## config.mk

```make
export PLATFORM = sky130hd
export DESIGN_NAME = eq_mac_scheduler
export DESIGN_NICKNAME = d
export VERILOG_FILES = /design/src/rtl/eq_mac_scheduler.sv
export SDC_FILE = /design/constraint.sdc
export NUM_CORES = 2
export LEC_CHECK = 0
export CELL_PAD_IN_SITES_DETAIL_PLACEMENT = 1
export CELL_PAD_IN_SITES_GLOBAL_PLACEMENT = 1
export CORE_MARGIN = 10
export CORE_UTILIZATION = 35
export DETAILED_ROUTE_END_ITERATION = 10
export GPL_TIMING_DRIVEN = 0
export PLACE_DENSITY_LB_ADDON = 0.1
export SLEW_MARGIN = 20
export SYNTH_ARGS = -nofsm -noshare
export SYNTH_HDL_FRONTEND = slang
export SYNTH_SLANG_ARGS = --single-unit
```

## constraint.sdc

```tcl
create_clock -name clk -period 8.6 [get_ports clk]
set_input_delay 2.58 -clock clk [delete_from_list [all_inputs] [get_ports clk]]
set_output_delay 2.58 -clock clk [all_outputs]
set_load 0.02 [all_outputs]
```

## src/rtl/eq_mac_scheduler.sv

```systemverilog
// eq_mac_scheduler: shares one external 16x16 MAC across 8 bands x 15 taps per sample; ports: sample handshake in, coef config port in, MAC operand/control out, MAC acc in, band results out
module eq_mac_scheduler #(
  parameter int TAPS = 15,
  parameter int BANDS = 8,
  parameter int DW = 16
) (
  input  logic          clk,
  input  logic          rst_n,
  input  logic          sample_valid,
  input  logic [DW-1:0] sample_in,
  output logic          sample_ready,
  input  logic          coef_we,
  input  logic [6:0]    coef_addr,
  input  logic [DW-1:0] coef_wdata,
  output logic          cfg_err,
  output logic          mac_en,
  output logic          mac_clr,
  output logic [DW-1:0] mac_coef,
  output logic [DW-1:0] mac_data,
  input  logic [31:0]   mac_acc,
  output logic          band_valid,
  output logic [2:0]    band_idx,
  output logic [31:0]   band_out,
  output logic          frame_done
);
  typedef enum logic [1:0] {IDLE, LOAD, RUN, WAIT} state_t;
  state_t state, state_nx;
  logic [DW-1:0] sample_q;
  logic [DW-1:0] dline [TAPS];
  logic [DW-1:0] coef [BANDS*TAPS];
  logic [2:0] band;
  logic [3:0] tap;
  logic [6:0] ridx, widx;
  logic coef_ok;
  assign sample_ready = state == IDLE;
  assign mac_en = state == RUN;
  assign mac_clr = mac_en && tap == 4'd0;
  assign ridx = {band, 4'b0} - {4'b0, band} + {3'b0, tap};
  assign widx = {coef_addr[6:4], 4'b0} - {4'b0, coef_addr[6:4]} + {3'b0, coef_addr[3:0]};
  assign coef_ok = sample_ready && coef_addr[3:0] != 4'hf;
  assign mac_coef = mac_en ? coef[ridx] : '0;
  assign mac_data = mac_en ? dline[tap] : '0;
  always_comb begin
    state_nx = state;
    case (state)
      IDLE: state_nx = sample_valid ? LOAD : IDLE;
      LOAD: state_nx = RUN;
      RUN:  state_nx = tap == 4'(TAPS - 1) ? WAIT : RUN;
      WAIT: state_nx = band == 3'(BANDS - 1) ? IDLE : RUN;
      default: state_nx = IDLE;
    endcase
  end
  always_ff @(posedge clk or negedge rst_n) begin
    if (!rst_n) begin
      state <= IDLE;
      sample_q <= '0;
      band <= '0;
      tap <= '0;
      band_valid <= 1'b0;
      frame_done <= 1'b0;
      band_idx <= '0;
      band_out <= '0;
      cfg_err <= 1'b0;
      for (int i = 0; i < TAPS; i++) dline[i] <= '0;
      for (int i = 0; i < BANDS*TAPS; i++) coef[i] <= '0;
    end else begin
      state <= state_nx;
      if (sample_ready && sample_valid) sample_q <= sample_in;
      if (state == LOAD) begin
        dline[0] <= sample_q;
        for (int i = 1; i < TAPS; i++) dline[i] <= dline[i-1];
        band <= '0;
        tap <= '0;
      end
      if (state == RUN) tap <= tap + 4'd1;
      if (state == WAIT) begin
        band_out <= mac_acc;
        band_idx <= band;
        band <= band + 3'd1;
        tap <= '0;
      end
      band_valid <= state == WAIT;
      frame_done <= state == WAIT && band == 3'(BANDS - 1);
      cfg_err <= coef_we && !coef_ok;
      if (coef_we && coef_ok) coef[widx] <= coef_wdata;
    end
  end
endmodule

```

# ---- Yosys cells after proc, flatten, opt, wreduce, memory -nomap -nowiden
# Index checks and enable logic that the tools add are counted.
dict set report word_totals {
  inputBits 75
  out_inout_bits 73
  reg_bits 2223
}
dict set report op_classes {
  bitwise_logic 3
  n_lt_le_gt_ge 4
  add_sub_neg 6
  n_mux 20
  n_eq_ne 6
  n_reduce_logical 12
}
# op count
set ops {}
lappend ops {{$bwmux W1920} 1}
lappend ops {{$bmux W16 S7} 1}
lappend ops {{$demux W16 S7} 1}
lappend ops {{$mux W16} 7}
lappend ops {{$bmux W16 S4} 1}
lappend ops {{$ge A8 B8 Y1 const B} 2}
lappend ops {{$not A7 Y8} 2}
lappend ops {{$add A7 B4 Y7} 2}
lappend ops {{$sub A7 B3 Y7} 2}
lappend ops {{$mux W4} 3}
lappend ops {{$lt A8 B1 Y1 const B} 1}
lappend ops {{$pmux W2 S4} 1}
lappend ops {{$logic_and A1 B1 Y1} 7}
lappend ops {{$mux W3} 2}
lappend ops {{$ge A5 B5 Y1 const B} 1}
lappend ops {{$not A4 Y5} 1}
lappend ops {{$add A4 B1 Y4 const B} 1}
lappend ops {{$eq A2 B2 Y1 const B} 2}
lappend ops {{$eq A4 B4 Y1 const B} 1}
lappend ops {{$logic_not A4 Y1} 1}
lappend ops {{$ne A4 B4 Y1 const B} 1}
lappend ops {{$add A3 B1 Y3 const B} 1}
lappend ops {{$eq A3 B3 Y1 const B} 1}
lappend ops {{$reduce_bool A3 Y1} 1}
lappend ops {{other kinds (6)} 7}

# ---- Depth between registers and ports, before layout
dict set report depth {
  depth_word 8
  depth_mapped 16
  mapped_depth_nobuf 11
}

# ---- Worst setup path before layout
# No wires, ideal clock.
dict set report synth_path {
  kind {register -> output}
  startpoint {register tap[1]}
  endpoint {output mac_coef[14]}
  setup_slack_ns 1.900
  stages_incl_launch_ff 17
  required_time_ns 6.020
  path_buffers 7
  t_arrival_ns 4.120
  cell_sequence {dfrtp_1 -> clkbuf_1 -> clkbuf_1 -> buf_1 -> inv_1 -> fa_1 -> xnor2_4 -> buf_4 -> buf_4 -> buf_6 -> buf_4 -> nand2_1 -> a32oi_1 -> nand4_1 -> o2111ai_1 -> o2111ai_1 -> a221oi_1}
}
dict set report synth_via {
  elab_chain_cells 6
}
# item line
set synth_rtl {}
lappend synth_rtl {{from (decl)} 32} ;# logic [3:0] tap;
lappend synth_rtl {{from (signal assigned)} 75} ;# if (state == RUN) tap <= tap + 4'd1;
lappend synth_rtl {{$add A7 B4 Y7} 38} ;# assign ridx = {band, 4'b0} - {4'b0, band} + {3'b0, tap};
lappend synth_rtl {{$not A7 Y8 (implied by the code)} 41} ;# assign mac_coef = mac_en ? coef[ridx] : '0;
lappend synth_rtl {{$bmux W16 S7} 41}
lappend synth_rtl {{$mux W16 (implied by the code) (2 in series)} 41}
lappend synth_rtl {{$mux W16} 41}
lappend synth_rtl {{to (decl)} 18} ;# output logic [DW-1:0] mac_coef,
# No other way between the ends. The select of a mux whose other input is x is not followed.

# ---- Final worst setup path
dict set report layout_path {
  startpoint {register band[2]}
  endpoint {output mac_coef[13]}
}
dict set report layout_via {
  elab_chain_cells 7
}
# item line
set layout_rtl {}
lappend layout_rtl {{from (decl)} 31} ;# logic [2:0] band;
lappend layout_rtl {{from (signal assigned)} 79} ;# band <= band + 3'd1;
lappend layout_rtl {{$sub A7 B3 Y7} 38}
lappend layout_rtl {{$add A7 B4 Y7} 38}
lappend layout_rtl {{$not A7 Y8 (implied by the code)} 41}
lappend layout_rtl {{$bmux W16 S7} 41}
lappend layout_rtl {{$mux W16 (implied by the code) (2 in series)} 41}
lappend layout_rtl {{$mux W16} 41}
# No other way between the ends. The select of a mux whose other input is x is not followed.

==> run summary <==
Setup_tns -> -0.0660 ns
Outcome -> complete, but fails checks
DR pass1 iterations -> 5
FILL cells -> 28983
Clock slew at reported path FFs -> 0.05 ns
Routability cong. -> 0.911
Core Rows -> 198
Max VDD drop -> 0.000273 V
Routed len/inst -> 31.0 um
Placed cells -> 10663
Crit Path Class -> reg2out
Most common cell after layout, fill and taps aside -> dfrtp_1
HPWL after DPL -> 248000 um
Port Buf Inserts -> 131
CP required -> 6.02 ns
Drt drc -> 0
Post-synth top area share -> 54.4%
Layout Nets -> 7128
Die H -> 561 um
Initial DRC count -> 3691
Endpoints failing hold -> 0
Crit path buf inv count -> 6
Final Instance Count excl. Fillers -> 11156
Mapped Cells -> 6596
Number of global-route vias before repair -> 66218
TritonCTS clock tree -> done
Setup violators final -> 1
Synth Register Bits -> 2223
Final setup margin -> -0.0660 ns
Hold_buf cts -> 0
Max Clock Skew -> 0.0289 ns
Maximum clock frequency -> 115 MHz
Largest cells by area after synthesis -> dfrtp_1 (54%), mux2_2 (24%), mux4_2 (12%), clkbuf_1 (1.2%), mux2i_1 (1.2%)
Hold path depth -> 1
Mapped Nets -> 6686
Die ar. -> 314000 um2
Slew HR -> 11.3%
Register area share after synthesis -> 54.4%
Initial Util -> 35.2%
Fin crit share -> 101%
Startpoint types -> register
RSZ-0062 raised after global routing -> true
Grt ovf -> 0
Tightest Pin Transition -> 1.32 ns
First-pass GRT wire length -> 497000 um
Core area -> 291000 um2
Vias per std cell -> 5.42
Crit Path Max Fanout -> 16
Antenna violations before repair -> 26
Mapped Area -> 102000 um2
I/O Pins -> 148
TritonCTS Sinks -> 2223
Most used DFF post-synth -> dfrtp_1
Fin. max-slew vios -> 0
Dominant cell type by area after synthesis -> dfrtp_1
Library cells used by synthesis -> 68
Num CTS Buffers -> 271
Critical path capture point type -> primary output
Post-DRT Antenna Nets -> 0
Crit path DAT -> 6.09 ns
Final min period -> 8.67 ns
Syn_area_per_cell -> 15.5 um2
Area Growth Syn to Fin -> 16.8%
Root Driver -> clkbuf_16
Pwr per Cell Area -> 348 nW/um2
Crit-path max cell delay -> 0.61 ns
Post-synth EDFFs -> 0
Failing checks -> setup timing
Later-pin clock latency in the skew report -> 0.87 ns
Layout cells sized above 1 -> 51.4%
Clock Tree Buf Depth -> 4
Max-Cap Viols -> 0
Largest net degree at the start of global routing -> 142
CP Cell Sequence -> inv_1, ha_1, buf_2, a21oi_1, a21bo_2, xnor2_4, buf_16, clkbuf_2, clkbuf_1, nand2_1, nand3_1, nand4_1, a21oi_4, dlygate4sd2_1
Final Routed Wirelength -> 346000 um
H-tree depth -> 5
Most frequent cells in the layout -> dfrtp_1 (2222), mux2_2 (2189), mux4_2 (533)
Leak Pwr -> 56.8 nW
R2R cell count -> 10
Die X -> 561 um
Critical path's top delay family -> buffers and inverters
Via count -> 60430
Slowest CP cell -> clkbuf_2
Synth warn -> 0
Hold Path Class -> reg2reg
Gr usage total -> 21.6%
Share of synthesized flip-flops with an asynchronous set or reset -> 100%
Levels on crit path -> 14
[metal layers]
metal  vias to the layer above  share of wire, %  wire length [um]  global-route usage [%]
met2                      1185                48            167000                    35.9
met5                         -            0.0035                12                       0
met1                     33401                44            151000                    28.9
li1                      25381                 -                 -                       -
met3                       461               4.3             14800                    3.15
met4                         2               3.9             13400                    7.52
[cell type report]
cell class	instances	area (um2)	area share (%)
clock buffers	413	8220	6.88
flip-flops and latches	2223	55600	46.6
clock inverters	68	776	0.649
repair buffers	172	2230	1.87
inverters	12	45.0	0.0377
diodes	10	25.0	0.0209
plain buffers	614	3290	2.76
well taps	3900	4880	4.08
multi-input cells	3744	44400	37.1
[metrics by stage]
| step | worst slack (ns) | hold WS (ns) | power (mW) | area (um2) | util (%) |
|---|---|---|---|---|---|
| after floorplan | 1.90 | 0.452 | 20.4 | 102000 | - |
| after global placement | -99.45 | 0.463 | 29.1 | 108000 | 37.3 |
| after detailed placement | -2.28 | 0.474 | 29.3 | 109000 | 37.6 |
| after CTS | 0.00327 | 0.487 | 42.2 | 119000 | 41.1 |
| after global routing | -0.0128 | 0.497 | 43.1 | 119000 | 41.1 |
| final | -0.0660 | 0.485 | 41.6 | 119000 | 41.1 |
[final timing paths]
check / end / slack, ns / startpoint
worst max-delay path: mac_coef[13] / -0.07 / band[2]$_DFFE_PN0P_
worst min-delay path: coef[277]$_DFFE_PN0P_ / 0.49 / coef[277]$_DFFE_PN0P_
worst max register to register: coef[617]$_DFFE_PN0P_ / 4.32 / state[1]$_DFF_PN0_
worst min register to register: coef[277]$_DFFE_PN0P_ / 0.49 / coef[277]$_DFFE_PN0P_
max in group asynchronous: dline[189]$_DFFE_PN0P_ / 2.50 / rst_n
min in group asynchronous: coef[1607]$_DFFE_PN0P_ / 1.57 / rst_n
[sequential cells by signal (all words and copies together) (netlist names), 2 cells and up]
signal,cells
coef,1920
dline,240
band_out,32
sample_q,16
tap,4
band,3
band_idx,3
state,2
[cells by family after synthesis]
| logic type | synth area share (%) |
|---|---|
| muxes | 37.3 |
| xor gates and xnor gates | 0.169 |
| and+or+nand+nor | 3.49 |
| AOI/OAI and AO/OA | 1.65 |
| buffers and inverters | 2.80 |
| adders and majority gates | 0.198 |
| DFF | 54.4 |
[synthesized netlist by cell type (7+ instances only)]
cell type  instances
a32oi_1           32
nor2b_1           10
buf_6             11
nor2_1            40
clkbuf_1         339
ha_1              13
nor3_4            18
nand3_1           68
and2_1            20
buf_4             56
o22ai_1           18
mux4_2           533
and3_1            17
o21ai_0           37
dfrtp_1         2223
mux2i_1          123
nand4_1           20
nand3_4           10
a32o_1            16
o221a_2           16
a21oi_1           18
mux2_1            22
inv_1             11
nand2_1          320
o211ai_1          17
a221oi_1          19
nand3_2           60
xor2_1             7
buf_1             40
mux2_2          2189
a41oi_1           15
buf_2            171
nand2b_1          19
[where the power goes]
group	leakage, nW	total, mW	internal, mW	switching [mW]
registers	30.8	11.3	11.0	0.309
clock network	4.46	11.6	6.91	4.70
logic	21.4	18.7	6.10	12.6
[what timing repair did]
item,4_1_cts,5_1_grt
setup buffers,5,0
pin swaps,38,2
endpoints found under the setup margin,16,13
resized for setup,295,18
hold endpoints to repair,0,0
(Power assumes the default switching activity.)
